<file path="src/rtl/conv_pkg.sv">
// conv_pkg: constants for the 3-channel 3x3 conv datapath, and the sequencer state encoding.
package conv_pkg;
    localparam int CONV_DW     = 10;                 // signed element width
    localparam int CONV_K      = 9;                  // elements per 3x3 window
    localparam int CONV_BUS_W  = CONV_K * CONV_DW;   // one channel operand bus
    localparam int CONV_CH     = 3;                  // channels per window
    localparam int CONV_DIM_W  = 8;                  // row/col counter width
    localparam int CONV_FILT_W = 6;                  // filter index width

    typedef enum logic [2:0] {
        S_IDLE = 3'd0,
        S_WREQ = 3'd1,
        S_XREQ = 3'd2,
        S_EXEC = 3'd3,
        S_OUT  = 3'd4,
        S_FIN  = 3'd5
    } sched_state_t;
endpackage

</file>
<file path="src/rtl/conv_pos_cnt.sv">
// conv_pos_cnt: nested col -> row -> filt position counter with wrap flags and last-position detect.
module conv_pos_cnt import conv_pkg::*; #(
    parameter int DIM_W  = CONV_DIM_W,
    parameter int FILT_W = CONV_FILT_W
) (
    input  logic              i_clk,
    input  logic              i_rst_n,
    input  logic              i_clr,
    input  logic              i_adv,
    input  logic [DIM_W-1:0]  i_cfg_h,
    input  logic [DIM_W-1:0]  i_cfg_w,
    input  logic [FILT_W-1:0] i_cfg_nfilt,
    output logic [DIM_W-1:0]  o_row,
    output logic [DIM_W-1:0]  o_col,
    output logic [FILT_W-1:0] o_filt,
    output logic              o_col_wrap,
    output logic              o_row_wrap,
    output logic              o_last
);
    logic filt_wrap;

    // Wrap flags compare against the latched config; a zero config never reaches here.
    assign o_col_wrap = (o_col  == i_cfg_w - DIM_W'(1));
    assign o_row_wrap = (o_row  == i_cfg_h - DIM_W'(1));
    assign filt_wrap  = (o_filt == i_cfg_nfilt - FILT_W'(1));
    assign o_last     = o_col_wrap & o_row_wrap & filt_wrap;

    // Column is the fastest index, filter the slowest; all three return to 0 after the last position.
    always_ff @(posedge i_clk or negedge i_rst_n) begin
        if (!i_rst_n) begin
            o_row  <= '0;
            o_col  <= '0;
            o_filt <= '0;
        end else if (i_clr) begin
            o_row  <= '0;
            o_col  <= '0;
            o_filt <= '0;
        end else if (i_adv) begin
            if (!o_col_wrap) begin
                o_col <= o_col + DIM_W'(1);
            end else begin
                o_col <= '0;
                if (!o_row_wrap) begin
                    o_row <= o_row + DIM_W'(1);
                end else begin
                    o_row  <= '0;
                    o_filt <= filt_wrap ? '0 : o_filt + FILT_W'(1);
                end
            end
        end
    end
endmodule

</file>
<file path="src/rtl/conv_sched.sv">
// conv_sched: job sequencer for the 3-channel 3x3 conv datapath (weight fetch, window walk, result stream).
module conv_sched import conv_pkg::*; #(
    parameter int DW       = CONV_DW,
    parameter int K        = CONV_K,
    parameter int DIM_W    = CONV_DIM_W,
    parameter int FILT_W   = CONV_FILT_W,
    parameter int CONV_LAT = 1
) (
    input  logic                  i_clk,
    input  logic                  i_rst_n,
    input  logic                  i_start,
    input  logic [DIM_W-1:0]      i_cfg_h,
    input  logic [DIM_W-1:0]      i_cfg_w,
    input  logic [FILT_W-1:0]     i_cfg_nfilt,
    input  logic                  i_cfg_opcode,
    output logic                  o_busy,
    output logic                  o_done,
    output logic                  o_wgt_req,
    output logic [FILT_W-1:0]     o_wgt_addr,
    input  logic                  i_wgt_valid,
    input  logic [3*K*DW-1:0]     i_wgt_data,
    output logic                  o_win_req,
    output logic [DIM_W-1:0]      o_win_row,
    output logic [DIM_W-1:0]      o_win_col,
    input  logic                  i_win_valid,
    input  logic [3*K*DW-1:0]     i_win_data,
    output logic [K*DW-1:0]       o_busData0,
    output logic [K*DW-1:0]       o_busData1,
    output logic [K*DW-1:0]       o_busData2,
    output logic [K*DW-1:0]       o_busWeight0,
    output logic [K*DW-1:0]       o_busWeight1,
    output logic [K*DW-1:0]       o_busWeight2,
    output logic                  o_opcode,
    input  logic [DW-1:0]         i_data0,
    input  logic [DW-1:0]         i_data1,
    input  logic [DW-1:0]         i_data2,
    output logic                  o_res_valid,
    input  logic                  i_res_ready,
    output logic [3*DW-1:0]       o_res_data,
    output logic [FILT_W-1:0]     o_res_filt,
    output logic [DIM_W-1:0]      o_res_row,
    output logic [DIM_W-1:0]      o_res_col
);
    localparam int BW = K * DW;
    localparam int CH = CONV_CH;

    typedef struct packed {
        logic [CH-1:0][DW-1:0] data;
        logic [FILT_W-1:0]     filt;
        logic [DIM_W-1:0]      row;
        logic [DIM_W-1:0]      col;
    } res_t;

    sched_state_t state, state_nx;

    logic [DIM_W-1:0]      cfg_h, cfg_w;
    logic [FILT_W-1:0]     cfg_nfilt;
    logic                  cfg_op;
    logic [CH-1:0][BW-1:0] wgt_bus, dat_bus;
    logic [CONV_LAT:0]     vld_pipe;
    res_t                  res_q;

    logic [DIM_W-1:0]  row, col;
    logic [FILT_W-1:0] filt;
    logic              col_wrap, row_wrap, last_pos;
    logic              cnt_clr, cnt_adv;
    logic              cfg_ld, wgt_ld, win_ld, res_ld;
    logic              zero_cfg;

    assign zero_cfg = (i_cfg_h == '0) | (i_cfg_w == '0) | (i_cfg_nfilt == '0);

    conv_pos_cnt #(.DIM_W(DIM_W), .FILT_W(FILT_W)) u_pos (
        .i_clk       (i_clk),
        .i_rst_n     (i_rst_n),
        .i_clr       (cnt_clr),
        .i_adv       (cnt_adv),
        .i_cfg_h     (cfg_h),
        .i_cfg_w     (cfg_w),
        .i_cfg_nfilt (cfg_nfilt),
        .o_row       (row),
        .o_col       (col),
        .o_filt      (filt),
        .o_col_wrap  (col_wrap),
        .o_row_wrap  (row_wrap),
        .o_last      (last_pos)
    );

    // State register.
    always_ff @(posedge i_clk or negedge i_rst_n) begin
        if (!i_rst_n) state <= S_IDLE;
        else          state <= state_nx;
    end

    // Next state, fetch/stream strobes and counter control; valids only count in their matching state.
    always_comb begin
        state_nx    = state;
        cnt_clr     = 1'b0;
        cnt_adv     = 1'b0;
        cfg_ld      = 1'b0;
        wgt_ld      = 1'b0;
        win_ld      = 1'b0;
        res_ld      = 1'b0;
        o_busy      = (state != S_IDLE);
        o_done      = (state == S_FIN);
        o_wgt_req   = (state == S_WREQ);
        o_win_req   = (state == S_XREQ);
        o_res_valid = (state == S_OUT);
        case (state)
            S_IDLE: if (i_start) begin
                cfg_ld   = 1'b1;
                cnt_clr  = 1'b1;
                state_nx = zero_cfg ? S_FIN : S_WREQ;
            end
            S_WREQ: if (i_wgt_valid) begin
                wgt_ld   = 1'b1;
                state_nx = S_XREQ;
            end
            S_XREQ: if (i_win_valid) begin
                win_ld   = 1'b1;
                state_nx = S_EXEC;
            end
            S_EXEC: if (vld_pipe[CONV_LAT]) begin
                res_ld   = 1'b1;
                state_nx = S_OUT;
            end
            S_OUT: if (i_res_ready) begin
                cnt_adv = 1'b1;
                if (last_pos)                  state_nx = S_FIN;
                else if (col_wrap && row_wrap) state_nx = S_WREQ;
                else                           state_nx = S_XREQ;
            end
            S_FIN:   state_nx = S_IDLE;
            default: state_nx = S_IDLE;
        endcase
    end

    // Job config, operand buses and the result register; buses hold between loads so weights span a filter.
    always_ff @(posedge i_clk or negedge i_rst_n) begin
        if (!i_rst_n) begin
            cfg_h     <= '0;
            cfg_w     <= '0;
            cfg_nfilt <= '0;
            cfg_op    <= 1'b0;
            wgt_bus   <= '0;
            dat_bus   <= '0;
            res_q     <= '0;
        end else begin
            if (cfg_ld) begin
                cfg_h     <= i_cfg_h;
                cfg_w     <= i_cfg_w;
                cfg_nfilt <= i_cfg_nfilt;
                cfg_op    <= i_cfg_opcode;
            end
            if (wgt_ld) wgt_bus <= i_wgt_data;
            if (win_ld) dat_bus <= i_win_data;
            if (res_ld) begin
                res_q.data <= {i_data2, i_data1, i_data0};
                res_q.filt <= filt;
                res_q.row  <= row;
                res_q.col  <= col;
            end
        end
    end

    // Operand-age shift register: bit 0 marks the first EXEC cycle, bit CONV_LAT the sampling cycle.
    always_ff @(posedge i_clk or negedge i_rst_n) begin
        if (!i_rst_n) vld_pipe <= '0;
        else          vld_pipe <= {vld_pipe[CONV_LAT-1:0], win_ld};
    end

    assign o_wgt_addr   = filt;
    assign o_win_row    = row;
    assign o_win_col    = col;
    assign o_busData0   = dat_bus[0];
    assign o_busData1   = dat_bus[1];
    assign o_busData2   = dat_bus[2];
    assign o_busWeight0 = wgt_bus[0];
    assign o_busWeight1 = wgt_bus[1];
    assign o_busWeight2 = wgt_bus[2];
    assign o_opcode     = cfg_op;
    assign o_res_data   = res_q.data;
    assign o_res_filt   = res_q.filt;
    assign o_res_row    = res_q.row;
    assign o_res_col    = res_q.col;
endmodule

</file>
<file path="config.mk">
export PLATFORM = sky130hd
export DESIGN_NAME = conv_sched
export DESIGN_NICKNAME = d
export VERILOG_FILES = /design/src/rtl/conv_pkg.sv /design/src/rtl/conv_pos_cnt.sv /design/src/rtl/conv_sched.sv
export SDC_FILE = /design/constraint.sdc
export NUM_CORES = 1
export LEC_CHECK = 0
export CAP_MARGIN = 10
export CORE_AREA = 2 2 476 478
export DETAILED_ROUTE_END_ITERATION = 16
export DIE_AREA = 0 0 478 480
export HOLD_SLACK_MARGIN = 0.12
export SYNTH_ARGS = -nofsm -noshare
export SYNTH_HDL_FRONTEND = slang
export SYNTH_HIERARCHICAL = 1
export SYNTH_SLANG_ARGS = --single-unit
</file>
<file path="constraint.sdc">
create_clock -name i_clk -period 5 [get_ports i_clk]
set_input_delay 1.25 -clock i_clk [delete_from_list [all_inputs] [get_ports i_clk]]
set_output_delay 1.25 -clock i_clk [all_outputs]
set_load 0.03 [all_outputs]
</file>
---- Word-level counts from Yosys, hierarchy flattened ----
Index checks and enable logic that the tools add are counted.
word-level totals
  flip-flop bits (word level) ............. 642
  input port bits ......................... 599
  logic and storage cells ................. 87
operators by class
  bitwise operators ....................... 4
  multiplexer cells ....................... 31
  equal/unequal tests ..................... 13
  add/subtract/negate cells ............... 6
  reductions and logical operators ........ 12
operator list
  cell                 count
  $mux 8               7
  $mux 6               5
  $mux 3               7
  $add 8x1->8 const B  2
  $eq 8x8->1           2
  $logic_not 8->1      2
  $sub 8x1->8 const B  2
  $pmux 3 s5           1
  $mux 1               10
  $add 6x1->6 const B  1
  $eq 3x2->1 const B   2
  $eq 3x3->1 const B   2
  $eq 6x6->1           1
  $logic_not 6->1      1
  $ne 2x1->1 const B   3
  $reduce_bool 2->1    3
  $sub 6x1->6 const B  1
  $reduce_and 5->1     1
  $ne 2x2->1 const B   2
  $eq 3x1->1 const B   1
  $logic_not 3->1      1
  $reduce_and 3->1     1
  $reduce_bool 3->1    1
  $and 1x1->1          2
  other kinds (4)      5

---- Longest topological paths before layout ----
  word-level depth ........................ 7
  gate-level depth with buffers ........... 13

---- Modules after synthesis ----
The synthesis kept the hierarchy.
by module, submodules not included
  module        cells each  area an instance (um^2)  seq. area each (um^2)  instances
  conv_sched    1349        23347.4                  15514.9                1
  conv_pos_cnt  230         1885.6                   550.5                  1

---- Worst setup path before layout ----
OpenSTA, ideal clock, no wires.
  path kind ............................... input to register
  start ................................... input i_res_ready
  end ..................................... register u_pos.o_filt[3]
  setup time .............................. 0.126 ns
  arrival time ............................ 2.409 ns
  cell stages on the path ................. 6
  required time ........................... 4.874 ns
  path slack .............................. 2.465 ns
  cells stage by stage .................... and3_1 inv_1 a2111oi_4 nand3_2 buf_6 a221o_1
on the way
  word-level cells in the longest chain between the ends .. 4
ends and longest elaborated chain
  element                             line                RTL
  from (decl)                         conv_sched.sv:38    input logic i_res_ready,
  $mux 1                              conv_sched.sv:126   S_OUT: if (i_res_ready) begin
  $mux 1                              conv_sched.sv:108   case (state)
  $reduce_bool 2->1 (no source line)  -
  $reduce_and 3->1 (no source line)   -
  to (signal assigned)                conv_pos_cnt.sv:47  o_filt <= filt_wrap ? '0 : o_filt + FILT_W'(1);
  to (decl)                           conv_pos_cnt.sv:15  output logic [FILT_W-1:0] o_filt,
No other way between the ends.
A chain may end at the register's enable or synchronous reset.

---- Worst setup path in the final report ----
  start ................................... register state[1]
  end ..................................... output o_win_req
on the way
  word-level cells in the longest chain between the ends .. 1
ends and longest elaborated chain
  element                 line               RTL
  from (decl)             conv_sched.sv:54   sched_state_t state, state_nx;
  from (signal assigned)  conv_sched.sv:91   else state <= state_nx;
  $eq 3x2->1              conv_sched.sv:106  o_win_req = (state == S_XREQ);
  to (decl)               conv_sched.sv:22   output logic o_win_req,
No other way between the ends.

==> results.py <==
metrics = {
    "outcome": {
        "outcome": "completed",
    },
    "critical_path": {
        "cp_max_fo": 9,
        "reg2reg_setup_slack_ns": 1.80,
        "worstSetupEndpoint": "o_win_req",
        "startpoint_type": "register",
        "critical_path_data_arrival_time_ns": 2.50,
        "setup.worst_path.class": "reg2out",
        "timing.critical_path.required_ns": 3.75,
        "critical_path.startpoint": "state[1]",
        "r2r_end": "u_pos/o_filt[3]",
        "worst_r2r_path_depth": 9,
        "r2r_start": "cfg_h[0]",
        "setup.worst_path.end_class": "output port",
    },
    "detailed_routing": {
        "via_count_normalized_by_instance_count": 3.22,
        "routed_wirelength_um": 135000,
        "detailroute.via_count": 19000,
        "detail-route-antenna-nets": 0,
        "routedWlPerCell_um": 22.9,
        "post-route-drc-count": 0,
        "drt_iter0_markers": 587,
        "number_of_search_and_repair_iterations_in_the_first_detailed_routing_pass": 5,
    },
    "cts": {
        "numCtsBuffers": 80,
        "root_buffer": "clkbuf_16",
        "tritoncts_num_sinks": 642,
        "cts_setup_buffers": 0,
        "clockBufferDepth": 3,
        "worst_setup_hold_path_clk_slew_ns": 0.06,
        "cts-htree-levels": 3,
        "post_cts_resized": 0,
        "cts_hold_buffers": 0,
        "worst_skew_pair.late_latency_ns": 0.70,
        "tritoncts": "built",
    },
    "die": {
        "die_h_um": 480,
        "fp.dieArea_mm2": 0.229,
        "initial_utilization_pct": 11.3,
        "core-area_mm2": 0.224,
        "io_pins": 1219,
        "fp.dieW_um": 478,
        "num_rows": 174,
    },
    "global_routing": {
        "grt_remaining_overflow": 0,
        "maximum_number_of_pins_on_one_net_before_global_route_repair": 100,
        "first_global_vias": 20100,
        "globalRouteTotalUtil_pct": 11.4,
        "grt_pass1_wl_um": 177000,
        "number_of_antenna_violations_at_the_first_check_in_global_routing": 93,
    },
    "synthesis": {
        "synth-main-ff-cell": "dfrtp_1",
        "synth.most_common_cell": "dfrtp_1",
        "synthesis.yosys.warnings": 6,
        "syn_inst": 1579,
        "yosysSeqAreaShare_pct": 63.7,
        "synthesis.area_mm2": 0.0252,
        "syn-mean-instance-area_um2": 16.0,
        "post_synth_main_area_contributors": "dfrtp_1 (64%), mux2_2 (19%), mux2_1 (8.9%)",
        "synth_enable_flop_cells": 0,
        "synth.ff_latch_count": 642,
        "post_synth_net_total": 2184,
        "synth_async_sr_flop_share_pct": 100,
        "synth_cell_type_count": 62,
        "synth_top_cells_by_count": "dfrtp_1 (642), mux2_2 (415), mux2_1 (200)",
        "synth.largest_area_cell": "dfrtp_1",
        "netlist.area_leader.share_pct": 63.7,
    },
    "min_path": {
        "hp-class": "reg2reg",
    },
    "finish": {
        "stdcell_count": 5908,
        "layout.area.seq_mm2": 0.0161,
        "design.final.nets": 3450,
        "multi_input_comb_area_mm2": 0.00844,
        "area_growth_syn_to_layout_pct": 73.0,
        "final_layout_size_suffix_gt1_share_pct": 20.6,
        "nFillCells": 24100,
    },
    "power": {
        "power.leakage_uw": 0.0171,
        "powerDensity_mw_per_mm2": 722,
        "totalPowerFinal_uw": 31500,
        "power.ir.vdd_worst_v": 0.000385,
    },
    "timing": {
        "final-hold-violation-count": 0,
        "finClkSkew_ns": 0.0361,
        "setup_ws_ns": 1.25,
        "worst-slew-pin-transition_ns": 0.973,
        "final-max-slew-violation-count": 0,
        "fmax_mhz": 266,
        "final.hold.worst_slack_ns": 0.361,
        "rsz0062_at_grt": "no",
        "finalWorstPathRequiredPeriod_ns": 3.75,
        "timing.setup.tns_ns": 0,
        "finalCritPeriodShare_pct": 75.1,
        "setup_viol": 0,
        "timing.max_slew.rel_slack_pct": 35.1,
    },
    "place": {
        "dp_worst_setup_slack_ns": 1.41,
        "place_inst": 5755,
        "place.gp.congestion": 0.840,
        "placement.io_buffers": 1218,
        "hpwl_um": 113000,
    },
    "job": {
        "maxCapViolCount": 0,
    },
}
## sequential cells by signal (all words and copies together), names as in the netlist, 30 cells and up
register      cells
o_busWeight2     90
o_busWeight1     90
o_busData1       90
o_busWeight0     90
o_busData0       90
o_res_data       30
o_busData2       90
## per-stage QoR
stage / cell area (um2) / utilization (%)
floorplan: 25200 / -
global placement: 40900 / 18.3
detailed placement: 40900 / 18.3
CTS: 43600 / 19.5
global route: 43600 / 19.5
finish: 43700 / 19.5
## worst min path at each step
stage | start | endpoint | slack [ns] | depth (start not counted)
floorplan | vld_pipe[0] | vld_pipe[1] | 0.33 | 0
global placement | vld_pipe[0] | vld_pipe[1] | 0.35 | 0
detailed placement | vld_pipe[0] | vld_pipe[1] | 0.35 | 0
CTS | vld_pipe[0] | vld_pipe[1] | 0.35 | 0
global route | vld_pipe[0] | vld_pipe[1] | 0.36 | 0
finish | vld_pipe[0] | vld_pipe[1] | 0.36 | 0
## placed cells by master, fill, tap and decap left out, types with 4 or more instances in the layout
cell type	instances
clkbuf_16	82
xor2_1	15
nand2_1	34
nor3_1	6
o21bai_1	4
nor2b_1	6
clkdlybuf4s50_1	1217
o21ai_0	4
dfrtp_1	642
nor3b_1	4
xnor2_1	15
nand3_1	17
inv_6	4
and3_1	6
ha_1	6
or3_1	4
nor2_1	25
inv_1	15
diode_2	14
o211ai_1	4
or2_2	5
clkbuf_8	11
nor4_1	9
a21oi_1	12
mux2i_1	5
clkbuf_1	17
mux2_2	415
buf_4	32
buf_12	10
mux2_1	200
clkinv_2	10
bufinv_16	8
## worst max-delay path: stages, from the launching register on
cell,delay [ns]
dfrtp_1,0.52
nor2b_4,0.32
and2_1,0.24
clkdlybuf4s50_1,0.72
## metal layers
layer  global-route usage [%]  up-vias  routed length, um
li1                         -     8157                  -
met1                     9.94     9451              41300
met2                     21.6     1051              72600
met3                     4.89      313              13000
met4                     6.42       26               8300
met5                        0        -                183
## cell families after synthesis
group	Yosys count	synth area share (%)
DFF	642	63.7
buffers and inverters	92	2.94
adders and majority gates	7	0.337
muxes	620	27.6
and+or+nand+nor	141	2.97
xor gates and xnor gates	30	1.04
AOI/OAI and AO/OA	47	1.40
## area by class of cell
cell class / count / share of cell area [%]
Timing Repair Buffer: 1260 / 28.9
Inverter: 16 / 0.138
Clock buffer: 110 / 5.19
Sequential cell: 642 / 36.8
Multi-Input combinational cell: 845 / 19.3
Antenna cell: 14 / 0.0802
Clock inverter: 29 / 0.957
Tap cell: 2992 / 8.57
## power by group
part	leakage [uW]	internal, uW	switching [uW]
registers	0.00766	7760	1540
clock network	0.00131	3590	2460
logic	0.00808	6980	9220
(Power assumes the default switching activity.)
